$ cat src/rtl/avr_cpu_pkg.sv
// Shared encodings for the AVR CPU register file: pointer select/op codes
// and the debug read handshake states.
package avr_cpu_pkg;

  localparam logic [1:0] PTR_NONE = 2'd0;
  localparam logic [1:0] PTR_X    = 2'd1;
  localparam logic [1:0] PTR_Y    = 2'd2;
  localparam logic [1:0] PTR_Z    = 2'd3;

  localparam logic [1:0] PTR_HOLD    = 2'd0;
  localparam logic [1:0] PTR_POSTINC = 2'd1;
  localparam logic [1:0] PTR_PREDEC  = 2'd2;

  typedef enum logic [1:0] {
    DBG_IDLE = 2'd0,
    DBG_ACK  = 2'd1,
    DBG_WAIT = 2'd2
  } dbg_state_t;

endpackage

$ cat src/rtl/avr_cpu_ptr_unit.sv
// X/Y/Z pointer arithmetic: picks the low register of the selected pair and
// computes the effective address and the written-back pointer value.
module avr_cpu_ptr_unit
  import avr_cpu_pkg::*;
#(
  parameter int DATA_W   = 8,
  parameter int NUM_REGS = 32,
  parameter int ADDR_W   = $clog2(NUM_REGS)
) (
  input  logic [1:0]          ptr_sel_i,
  input  logic [1:0]          ptr_op_i,
  input  logic [2*DATA_W-1:0] pair_i,
  output logic [ADDR_W-1:0]   lo_idx_o,
  output logic                upd_o,
  output logic [2*DATA_W-1:0] next_o,
  output logic [2*DATA_W-1:0] ptr_o
);

  localparam int PW = 2 * DATA_W;

  always_comb begin
    lo_idx_o = '0;
    case (ptr_sel_i)
      PTR_X:   lo_idx_o = ADDR_W'(NUM_REGS - 6);
      PTR_Y:   lo_idx_o = ADDR_W'(NUM_REGS - 4);
      PTR_Z:   lo_idx_o = ADDR_W'(NUM_REGS - 2);
      default: lo_idx_o = '0;
    endcase
  end

  always_comb begin
    upd_o  = 1'b0;
    next_o = pair_i;
    ptr_o  = '0;
    if (ptr_sel_i != PTR_NONE) begin
      ptr_o = pair_i;
      case (ptr_op_i)
        PTR_POSTINC: begin
          next_o = pair_i + PW'(1);
          upd_o  = 1'b1;
        end
        PTR_PREDEC: begin
          next_o = pair_i - PW'(1);
          ptr_o  = pair_i - PW'(1);
          upd_o  = 1'b1;
        end
        default: upd_o = 1'b0;
      endcase
    end
  end

endmodule

$ cat src/rtl/avr_cpu_register_file.sv
// AVR general-purpose register file: two byte read ports, byte/pair write,
// X/Y/Z pointer update, optional write bypass and a debug read handshake.
module avr_cpu_register_file
  import avr_cpu_pkg::*;
#(
  parameter int DATA_W   = 8,
  parameter int NUM_REGS = 32,
  parameter int ADDR_W   = $clog2(NUM_REGS),
  parameter bit BYPASS   = 1'b1
) (
  input  logic                clk,
  input  logic                rst,
  input  logic [ADDR_W-1:0]   r_addr,
  input  logic [ADDR_W-1:0]   d_addr,
  output logic [DATA_W-1:0]   r_out,
  output logic [DATA_W-1:0]   d_out,
  input  logic                d_we,
  input  logic [DATA_W-1:0]   d_in,
  input  logic                w_we,
  input  logic [2*DATA_W-1:0] w_in,
  output logic [2*DATA_W-1:0] w_out,
  input  logic [1:0]          ptr_sel,
  input  logic [1:0]          ptr_op,
  output logic [2*DATA_W-1:0] ptr_out,
  input  logic                dbg_req,
  input  logic [ADDR_W-1:0]   dbg_addr,
  output logic                dbg_ack,
  output logic [DATA_W-1:0]   dbg_data
);

  logic [DATA_W-1:0]   regs_q  [NUM_REGS];
  logic [DATA_W-1:0]   regs_d  [NUM_REGS];
  logic [DATA_W-1:0]   rd_view [NUM_REGS];

  logic [ADDR_W-1:0]   ptr_lo, ptr_hi, w_lo, w_hi;
  logic                ptr_upd;
  logic [2*DATA_W-1:0] ptr_next, ptr_eff, ptr_pair;

  assign w_lo     = {d_addr[ADDR_W-1:1], 1'b0};
  assign w_hi     = {d_addr[ADDR_W-1:1], 1'b1};
  assign ptr_hi   = ptr_lo | ADDR_W'(1);
  // Pointer arithmetic always uses stored state, which keeps the bypass path loop-free.
  assign ptr_pair = {regs_q[ptr_hi], regs_q[ptr_lo]};

  avr_cpu_ptr_unit #(
    .DATA_W   (DATA_W),
    .NUM_REGS (NUM_REGS),
    .ADDR_W   (ADDR_W)
  ) u_ptr (
    .ptr_sel_i (ptr_sel),
    .ptr_op_i  (ptr_op),
    .pair_i    (ptr_pair),
    .lo_idx_o  (ptr_lo),
    .upd_o     (ptr_upd),
    .next_o    (ptr_next),
    .ptr_o     (ptr_eff)
  );

  generate
    for (genvar gi = 0; gi < NUM_REGS; gi++) begin : g_reg
      localparam logic [ADDR_W-1:0] IDX = ADDR_W'(gi);
      logic [DATA_W-1:0] r_q, r_d;

      // Later assignments win: d_we over w_we over the pointer update.
      always_comb begin
        r_d = r_q;
        if (ptr_upd && ptr_lo == IDX) r_d = ptr_next[DATA_W-1:0];
        if (ptr_upd && ptr_hi == IDX) r_d = ptr_next[2*DATA_W-1:DATA_W];
        if (w_we && w_lo == IDX)      r_d = w_in[DATA_W-1:0];
        if (w_we && w_hi == IDX)      r_d = w_in[2*DATA_W-1:DATA_W];
        if (d_we && d_addr == IDX)    r_d = d_in;
      end

      always_ff @(posedge clk or negedge rst) begin
        if (!rst) r_q <= '0;
        else      r_q <= r_d;
      end

      assign regs_q[gi]  = r_q;
      assign regs_d[gi]  = r_d;
      assign rd_view[gi] = !rst ? '0 : (BYPASS ? r_d : r_q);
    end
  endgenerate

  assign r_out   = rd_view[r_addr];
  assign d_out   = rd_view[d_addr];
  assign w_out   = {rd_view[w_hi], rd_view[w_lo]};
  assign ptr_out = rst ? ptr_eff : '0;

  dbg_state_t        dbg_state_q, dbg_state_d;
  logic [DATA_W-1:0] dbg_data_q, dbg_data_d;

  always_ff @(posedge clk or negedge rst) begin
    if (!rst) begin
      dbg_state_q <= DBG_IDLE;
      dbg_data_q  <= '0;
    end else begin
      dbg_state_q <= dbg_state_d;
      dbg_data_q  <= dbg_data_d;
    end
  end

  always_comb begin
    dbg_state_d = dbg_state_q;
    dbg_data_d  = dbg_data_q;
    case (dbg_state_q)
      DBG_IDLE: if (dbg_req) begin
        dbg_state_d = DBG_ACK;
        dbg_data_d  = regs_q[dbg_addr];
      end
      DBG_ACK:  dbg_state_d = DBG_WAIT;
      DBG_WAIT: if (!dbg_req) dbg_state_d = DBG_IDLE;
      default:  dbg_state_d = DBG_IDLE;
    endcase
  end

  assign dbg_ack  = (dbg_state_q == DBG_ACK);
  assign dbg_data = dbg_data_q;

endmodule
$ cat config.mk
export PLATFORM = sky130hd
export DESIGN_NAME = avr_cpu_register_file
export DESIGN_NICKNAME = d
export VERILOG_FILES = /design/src/rtl/avr_cpu_pkg.sv /design/src/rtl/avr_cpu_ptr_unit.sv /design/src/rtl/avr_cpu_register_file.sv
export SDC_FILE = /design/constraint.sdc
export NUM_CORES = 1
export LEC_CHECK = 0
export CAP_MARGIN = 5
export CELL_PAD_IN_SITES_DETAIL_PLACEMENT = 2
export CELL_PAD_IN_SITES_GLOBAL_PLACEMENT = 2
export CORE_AREA = 2 2 266 216
export CTS_BUF_LIST = sky130_fd_sc_hd__clkbuf_4
export CTS_CLUSTER_DIAMETER = 200
export CTS_CLUSTER_SIZE = 12
export DETAILED_ROUTE_END_ITERATION = 10
export DIE_AREA = 0 0 268 218
export PLACE_DENSITY_LB_ADDON = 0.1
export SYNTH_ARGS = -nofsm -noshare
export SYNTH_HDL_FRONTEND = slang
export SYNTH_SLANG_ARGS = --single-unit
export TNS_END_PERCENT = 30
$ cat constraint.sdc
create_clock -name clk -period 6.85 [get_ports clk]
set_clock_uncertainty 0.05 [all_clocks]
set_input_delay 1.37 -clock clk [delete_from_list [all_inputs] [get_ports clk]]
set_output_delay 1.37 -clock clk [all_outputs]
set_load 0.03 [all_outputs]
==> metrics.md, run 1 <==
| Metric | Value |
|---|---|
| Failing checks | `setup timing` |
| TritonCTS clock tree | `done` |
| Footprint of the multi-input gates | `14,400 um^2` |
| CTS Buf Count | `26` |
| DRC errors left | `0` |
| Element type at the critical path end | `primary output` |
| Kind of critical path | `input pin to primary output` |
| First-pass GRT wire length | `219.1 mm` |
| Post-DR wirelength/cell | `44.34 um` |
| Mapped Area | `22,060 um^2` |
| DP Cell Count | `3,515` |
| Period minus WS final | `6.973 ns` |
| Max Fclk | `143.4 MHz` |
| Post-Syn Instances | `2,559` |
| Clock latency on the worst-skew pair | `0.89 ns` |
| CTS Sinks | `266` |
| Crit path DAT | `5.55 ns` |
| Total number of vias | `27,647` |
| Chip width | `268 um` |
| Largest net degree at the start of global routing | `99` |
| CP max FO | `8` |
| Root buffer cell | `clkbuf_4` |
| Via-to-Cell Ratio | `7.790` |
| R2R setup slack | `3.25 ns` |
| Synthesis-stage register bit count | `266` |
| Core footprint | `55,920 um^2` |
| Die height | `218 um` |
| Distinct cells, synth | `89` |
| FF-to-FF Start | `g_reg[0].r_q[1]$_DFF_PN0_` |
| Synth Warn # | `0` |
| Hold Fails Final Rpt | `0` |
| Sequential element share of the synthesized area | `30.18%` |
| GR Overflow Total | `0` |
| Most frequently used flop master after synthesis | `dfrtp_1` |
| Final ANT Viol Nets | `0` |
| Starting DRC count in detailed routing | `5,088` |
| Net Sw Frac | `49.26%` |
| Post-placement setup slack | `-0.1749 ns` |
| DR pass1 iterations | `6` |
| Final number of setup-violating endpoints | `4` |
| DP HPWL | `121.5 mm` |
| Startpoint Class | `input pin` |
| Initial antenna violation count | `15` |
| CP required | `5.43 ns` |
| FF-to-FF End | `g_reg[27].r_q[4]$_DFF_PN0_` |
| IO buf count | `104` |
| Die ar. | `58,420 um^2` |
| Syn_area_per_cell | `8.619 um^2` |
| Final std cells w/o fill | `3,549` |
| Reg clk slew, reported paths | `0.16 ns` |
| Overall routed net length | `157.4 mm` |
| Max IR drop VDD | `0.1365 mV` |
| Max H-tree Level | `1` |
| Seq pwr share | `34.8%` |
| Unrepaired setup endpoints after global routing | `true` |
| Tot Pwr | `7.037 mW` |
| Worst Reg2Reg Path Length in Cells | `12` |
| # IOs | `105` |
| EDFF count, synth | `0` |
| Hold WC Path Type | `input pin to asynchronous set/reset pin` |
| Vias in the first global route | `27,756` |
| Final worst path period share | `101.8%` |
| Combinational power share | `53.4%` |
| Area delta synth->final | `20.26%` |
| Slew of the pin with the lowest slew margin | `1.236 ns` |
| Worst hold margin | `0.2483 ns` |
| Net count, final | `2,836` |
| P_sw | `3.466 mW` |
| Worst Slack Setup Final | `-0.1229 ns` |
| Initial Util | `39.44%` |
| Pwr dens | `265.3 nW/um^2` |
| Fillers | `6,115` |
| Status | `complete, but fails checks` |
| Total GRT Usage | `53.17%` |
| Pins Over Slew Limit | `0` |
| Slew headroom | `17.32%` |
| Share of layout cells above drive strength 1 | `21.99%` |
| Clk pwr share | `11.8%` |
| Post-Syn Nets | `2,612` |
| Post-Route Setup TNS | `-0.3315 ns` |
| Reg area | `6656 um^2` |
| GP Congestion | `1.082` |
| Lkg Pwr | `10.67 nW` |
| Async set or reset register ratio after synthesis | `100.0%` |
| Cell internal pwr | `3.571 mW` |
| Max Cap Viol | `0` |
| # rows | `78` |
| Max Root-Sink Buffers | `3` |
==> logic make-up after synthesis <==
group / count (synthesis) / share of synthesized area, %
compound gates: 801 / 23.44
xor+xnor: 13 / 0.5162
fa+ha+maj: 5 / 0.2836
buf+inv: 302 / 5.338
flops: 266 / 30.18
mux: 360 / 22.78
simple gates: 812 / 17.47
==> sequential cells by signal, indices dropped and copies added, names as in the netlist <==
signal,flops
dbg_data,8
dbg_state_q,2
g.r_q,256
==> worst max-delay path: stages <==
cell             delay, ns
clkdlybuf4s50_1       0.50
inv_1                 0.06
ha_1                  0.41
buf_4                 0.20
nor3b_2               0.52
buf_4                 0.27
o22ai_1               0.09
a21oi_1               0.16
a21oi_1               0.09
a31oi_1               0.46
o21ai_0               0.18
a211oi_1              0.24
a211oi_1              0.12
o31ai_1               0.52
buf_4                 0.24
buf_12                0.12
==> worst max path at each step <==
stage | start | end | cells past startpoint
6_report | ptr_op[0] | r_out[5] | 16
5_1_grt | w_we | d_out[1] | 13
4_1_cts | ptr_sel[0] | d_out[5] | 13
3_5_place_dp | ptr_sel[0] | d_out[5] | 13
3_3_place_gp | ptr_sel[0] | d_out[5] | 13
2_1_floorplan | ptr_sel[0] | d_out[0] | 14
==> final cells by class <==
type,count,share of cell area (%)
Tap cell,760,3.585
Inverter,31,0.4387
Multi-Input combinational cell,1991,54.28
Timing Repair Buffer,467,15.74
Clock inverter,1,0.04245
Clock buffer,27,0.7642
Sequential cell,266,25.10
Antenna cell,6,0.05661
==> power groups by stage <==
stage / clock network, mW / registers (mW) / logic, mW
2_1_floorplan: 0 / 2.25 / 1.89
3_3_place_gp: 0 / 2.39 / 3.37
3_5_place_dp: 0 / 2.44 / 3.51
4_1_cts: 0.813 / 2.40 / 3.54
5_1_grt: 0.858 / 2.46 / 3.83
6_report: 0.831 / 2.45 / 3.76
==> repair_timing <==
item	4_1_cts	5_1_grt
resized for setup	7	16
pin swaps	0	1
cloned	0	0
endpoints found under the setup margin	6	11
hold buffers	0	0
setup buffers	0	0
==> cells in the mapped netlist (6+ instances only) <==
| library cell | count | area share, % |
|---|---|---|
| dfrtp_1 | 266 | 30 |
| nor2_1 | 259 | 4.4 |
| mux2i_1 | 233 | 11 |
| a21oi_1 | 221 | 5.0 |
| clkbuf_1 | 221 | 3.8 |
| nand2_1 | 176 | 3.0 |
| o21ai_0 | 132 | 3.0 |
| nand3_1 | 119 | 2.7 |
| mux4_2 | 112 | 11 |
| a31oi_1 | 100 | 2.8 |
| nor3_1 | 95 | 2.2 |
| a22oi_1 | 83 | 2.8 |
| buf_1 | 34 | 0.58 |
| o22ai_1 | 32 | 0.91 |
| a211oi_1 | 31 | 1.1 |
| and3_1 | 28 | 0.79 |
| inv_1 | 28 | 0.48 |
| or3_1 | 26 | 0.74 |
| o211ai_1 | 25 | 0.85 |
| o221ai_1 | 21 | 0.83 |
| and2_1 | 19 | 0.54 |
| a221oi_1 | 17 | 0.68 |
| a22o_1 | 16 | 0.64 |
| nand2b_1 | 15 | 0.43 |
| mux2_2 | 14 | 0.71 |
| a221o_1 | 13 | 0.59 |
| buf_2 | 11 | 0.25 |
| o21ai_1 | 11 | 0.25 |
| xor2_1 | 10 | 0.40 |
| nand4_1 | 9 | 0.26 |
| a311o_1 | 8 | 0.36 |
| nor3b_1 | 8 | 0.27 |
| nor4_1 | 7 | 0.20 |
| o31ai_1 | 7 | 0.24 |
| a2111oi_0 | 6 | 0.24 |
| a2bb2oi_1 | 6 | 0.24 |
| nand3b_1 | 6 | 0.20 |
| o21a_1 | 6 | 0.20 |
==> layout by cell type (no fill, tap or decap), types with 7 or more instances in the layout <==
cell / count
buf_4: 358
dfrtp_1: 266
nor2_1: 254
mux2i_1: 232
a21oi_1: 221
nand2_1: 175
o21ai_0: 131
nand3_1: 119
mux4_2: 112
a31oi_1: 97
nor3_1: 94
a22oi_1: 83
clkdlybuf4s50_1: 58
buf_12: 42
o22ai_1: 31
a211oi_1: 30
inv_1: 28
and3_1: 28
clkbuf_4: 27
or3_1: 26
o211ai_1: 25
o221ai_1: 21
and2_1: 20
a22o_1: 16
a221oi_1: 15
mux2_2: 14
nand2b_1: 13
a221o_1: 13
o21ai_1: 11
nand4_1: 9
xor2_1: 9
a311o_1: 8
nor4_1: 7
o31ai_1: 7
==> metrics by stage <==
step / cell area (um^2) / util, %
final: 26520 / 47.43
after global routing: 26510 / 47.41
after CTS: 26430 / 47.26
after detailed placement: 26180 / 46.82
after global placement: 26180 / 46.82
after floorplan: 22060 / -
==> layer usage <==
| metal | GRT usage [%] | vias up | routed length [um] |
|---|---|---|---|
| met4 | 26.91 | 24 | 10570 |
| met2 | 68.10 | 2640 | 58050 |
| li1 | - | 10189 | - |
| met3 | 28.11 | 686 | 27960 |
| met5 | 0.9291 | - | 289 |
| met1 | 71.25 | 14108 | 60520 |
(Power assumes the default switching activity.)
==> run 2, diff against run 1 <==
--- a/config.mk
+++ b/config.mk
@@ -15,6 +15,7 @@
 export DETAILED_ROUTE_END_ITERATION = 10
 export DIE_AREA = 0 0 268 218
 export PLACE_DENSITY_LB_ADDON = 0.1
+export SLEW_MARGIN = 20
 export SYNTH_ARGS = -nofsm -noshare
 export SYNTH_HDL_FRONTEND = slang
 export SYNTH_SLANG_ARGS = --single-unit
==> run 2 against run 1 <==
The flow still finishes with violations (setup timing). Power hardly changed. Worst setup slack better by 0.045 ns. Routed wire length is 0.21% lower.
==> metrics.md, run 2 (same netlist as run 1, synthesis figures left out) <==
| Metric | Value |
|---|---|
| GP Congestion | `1.082 (unchanged)` |
| # Post-CTS Setup Buffers | `0 (unchanged)` |
| Die height | `218 um (unchanged)` |
| Max Fclk | `144.3 MHz (+0.65%)` |
| TritonCTS clock tree | `done` |
| Reg clk slew, reported paths | `0.17 ns (about the same)` |
| Max IR drop VDD | `0.1365 mV (about the same)` |
| Worst hold margin | `0.2535 ns (+0.005242 ns)` |
| Starting DRC count in detailed routing | `4,991 (-1.9%)` |
| Hold Fails Final Rpt | `0 (unchanged)` |
| P_sw | `3.459 mW (-0.19%)` |
| Failing checks | `setup timing` |
| Clk pwr share | `11.8% (about the same)` |
| Post-DP Area | `26,180 um^2 (unchanged)` |
| CP required | `5.43 ns (about the same)` |
| Vias in the first global route | `27,756 (unchanged)` |
| Root buffer cell | `clkbuf_4` |
| FF-to-FF Start | `g_reg[0].r_q[1]$_DFF_PN0_` |
| CTS Sinks | `266 (unchanged)` |
| Net count, final | `2,836 (unchanged)` |
| Overall routed net length | `157.0 mm (-0.21%)` |
| Post-placement setup slack | `-0.1749 ns (unchanged)` |
| Cell internal pwr | `3.571 mW (about the same)` |
| Post-DR wirelength/cell | `44.21 um (-0.30%)` |
| Unrepaired setup endpoints after global routing | `false` |
| Max H-tree Level | `1 (unchanged)` |
| Die ar. | `58,420 um^2 (unchanged)` |
| Total number of vias | `27,562 (-0.31%)` |
| Final worst path period share | `101.1% (-0.66 points)` |
| Slowest-stage cell, CP | `clkdlybuf4s50_1` |
| FF-to-FF End | `g_reg[27].r_q[4]$_DFF_PN0_` |
| DP HPWL | `121.5 mm (unchanged)` |
| Crit path DAT | `5.51 ns (-0.04 ns)` |
| Hold WC Path Type | `input pin to asynchronous set/reset pin` |
| Largest Register | `g.r_q` |
| Worst Reg2Reg Path Length in Cells | `12 (unchanged)` |
| Largest register FFs | `256 (unchanged)` |
| DR pass1 iterations | `6 (unchanged)` |
| Share of layout cells above drive strength 1 | `22.13% (+0.14 points)` |
| Initial antenna violation count | `15 (unchanged)` |
| # rows | `78 (unchanged)` |
| Core footprint | `55,920 um^2 (unchanged)` |
| Slew of the pin with the lowest slew margin | `1.250 ns (+0.01419 ns)` |
| Final ANT Viol Nets | `0 (unchanged)` |
| CTS Buf Count | `26 (unchanged)` |
| Max Cap Viol | `0 (unchanged)` |
| Final Cell Area | `26,550 um^2 (about the same)` |
| Status | `complete, but fails checks` |
| Pwr dens | `264.8 nW/um^2 (-0.18%)` |
| IO buf count | `104 (unchanged)` |
| Period minus WS final | `6.928 ns (-0.04487 ns)` |
| Slew headroom | `15.32% (-2.0 points)` |
| Net Sw Frac | `49.21% (-0.052 points)` |
| Tot Pwr | `7.031 mW (about the same)` |
| Final number of setup-violating endpoints | `1 (-3)` |
| Most frequent cells in the layout | `358 x buf_4, 266 x dfrtp_1, 254 x nor2_1, 232 x mux2i_1, 221 x a21oi_1` |
| Max incr delay on CP | `0.70 ns (+0.18 ns)` |
| Pins Over Slew Limit | `0 (unchanged)` |
| CP Cell Sequence | `clkdlybuf4s50_1, nor3b_2, buf_4, buf_4, nand3_1, a31oi_1, mux2i_1, o221ai_1, o21ai_0, o32a_1, o31ai_1, buf_4, buf_12` |
| Most common cell after layout, fill and taps aside | `buf_4` |
| Chip width | `268 um (unchanged)` |
| Lkg Pwr | `10.68 nW (about the same)` |
| Combinational power share | `53.4% (about the same)` |
| Area delta synth->final | `20.38% (about the same)` |
| Clock latency on the worst-skew pair | `0.88 ns (about the same)` |
| Element type at the critical path end | `primary output` |
| Hold-fix buffers at CTS | `0 (unchanged)` |
| # IOs | `105 (unchanged)` |
| Fillers | `6,112 (-0.049%)` |
| Total GRT Usage | `53.17% (unchanged)` |
| Initial Util | `39.44% (unchanged)` |
| Startpoint Class | `input pin` |
| Worst Slack Setup Final | `-0.07799 ns (+0.04487 ns)` |
| GR Overflow Total | `0 (unchanged)` |
| Utilization after layout | `47.48% (about the same)` |
| First-pass GRT wire length | `219.1 mm (unchanged)` |
| CP max FO | `13 (+5)` |
| Kind of critical path | `input pin to primary output` |
| Seq pwr share | `34.8% (about the same)` |
| Via-to-Cell Ratio | `7.760 (-0.39%)` |
| Critical Path Most Common Cell | `buf_4` |
| Largest net degree at the start of global routing | `99 (unchanged)` |
| DRC errors left | `0 (unchanged)` |
| Max Root-Sink Buffers | `3 (unchanged)` |
| R2R setup slack | `3.27 ns (+0.02 ns)` |
## run 2: metal layers
metal	share of wire, %	up-vias	track usage (%)	routed length, um
met5	0.12	-	0.9291	188
met4	6.5	20	26.91	10220
met2	37	2581	68.10	58430
met3	18	638	28.11	27790
met1	38	14121	71.25	60410
li1	-	10202	-	-
## run 2: cell type report
cell class / instances / area, um^2 / share of cell area (%)
Timing Repair Buffer: 467 / 4170 / 15.71
Clock inverter: 1 / 11.26 / 0.04241
Tap cell: 760 / 950.9 / 3.582
Inverter: 31 / 116.4 / 0.4383
Multi-Input combinational cell: 1991 / 14420 / 54.31
Antenna cell: 9 / 22.52 / 0.08483
Sequential cell: 266 / 6656 / 25.07
Clock buffer: 27 / 202.7 / 0.7634
## run 2: worst max-delay path by stage
stage | to | cells past startpoint | startpoint
final | r_out[5] | 13 | w_we
after global routing | r_out[0] | 15 | d_addr[1]
after CTS | d_out[5] | 13 | ptr_sel[0]
after detailed placement | d_out[5] | 13 | ptr_sel[0]
after global placement | d_out[5] | 13 | ptr_sel[0]
after floorplan | d_out[0] | 14 | ptr_sel[0]
## run 2: critical path, delay by kind of cell
family | cells | cell delay [ns]
muxes | 1 | 0.18
buffers and inverters | 5 | 1.61
AOI/OAI and AO/OA | 5 | 1.74
and+or+nand+nor | 2 | 0.59
## run 2: per-stage QoR
step | TNS [ns] | std cells
floorplan | 0 | 2559
global placement | -0.6452 | 3515
detailed placement | -0.3671 | 3515
CTS | 0 | 3543
global route | 0 | 3544
finish | -0.07799 | 3552
## run 2: power by group through the flow
stage | combinational (mW) | sequential (mW) | clock (mW)
4_1_cts | 3.54 | 2.40 | 0.813
5_1_grt | 3.83 | 2.46 | 0.858
3_3_place_gp | 3.37 | 2.39 | 0
2_1_floorplan | 1.89 | 2.25 | 0
3_5_place_dp | 3.51 | 2.44 | 0
6_report | 3.76 | 2.44 | 0.830
## run 2: timing repair
item | CTS | global route
endpoints found under the hold margin | 0 | 0
pin swaps | 0 | 1
resized for setup | 7 | 18
endpoints found under the setup margin | 6 | 11
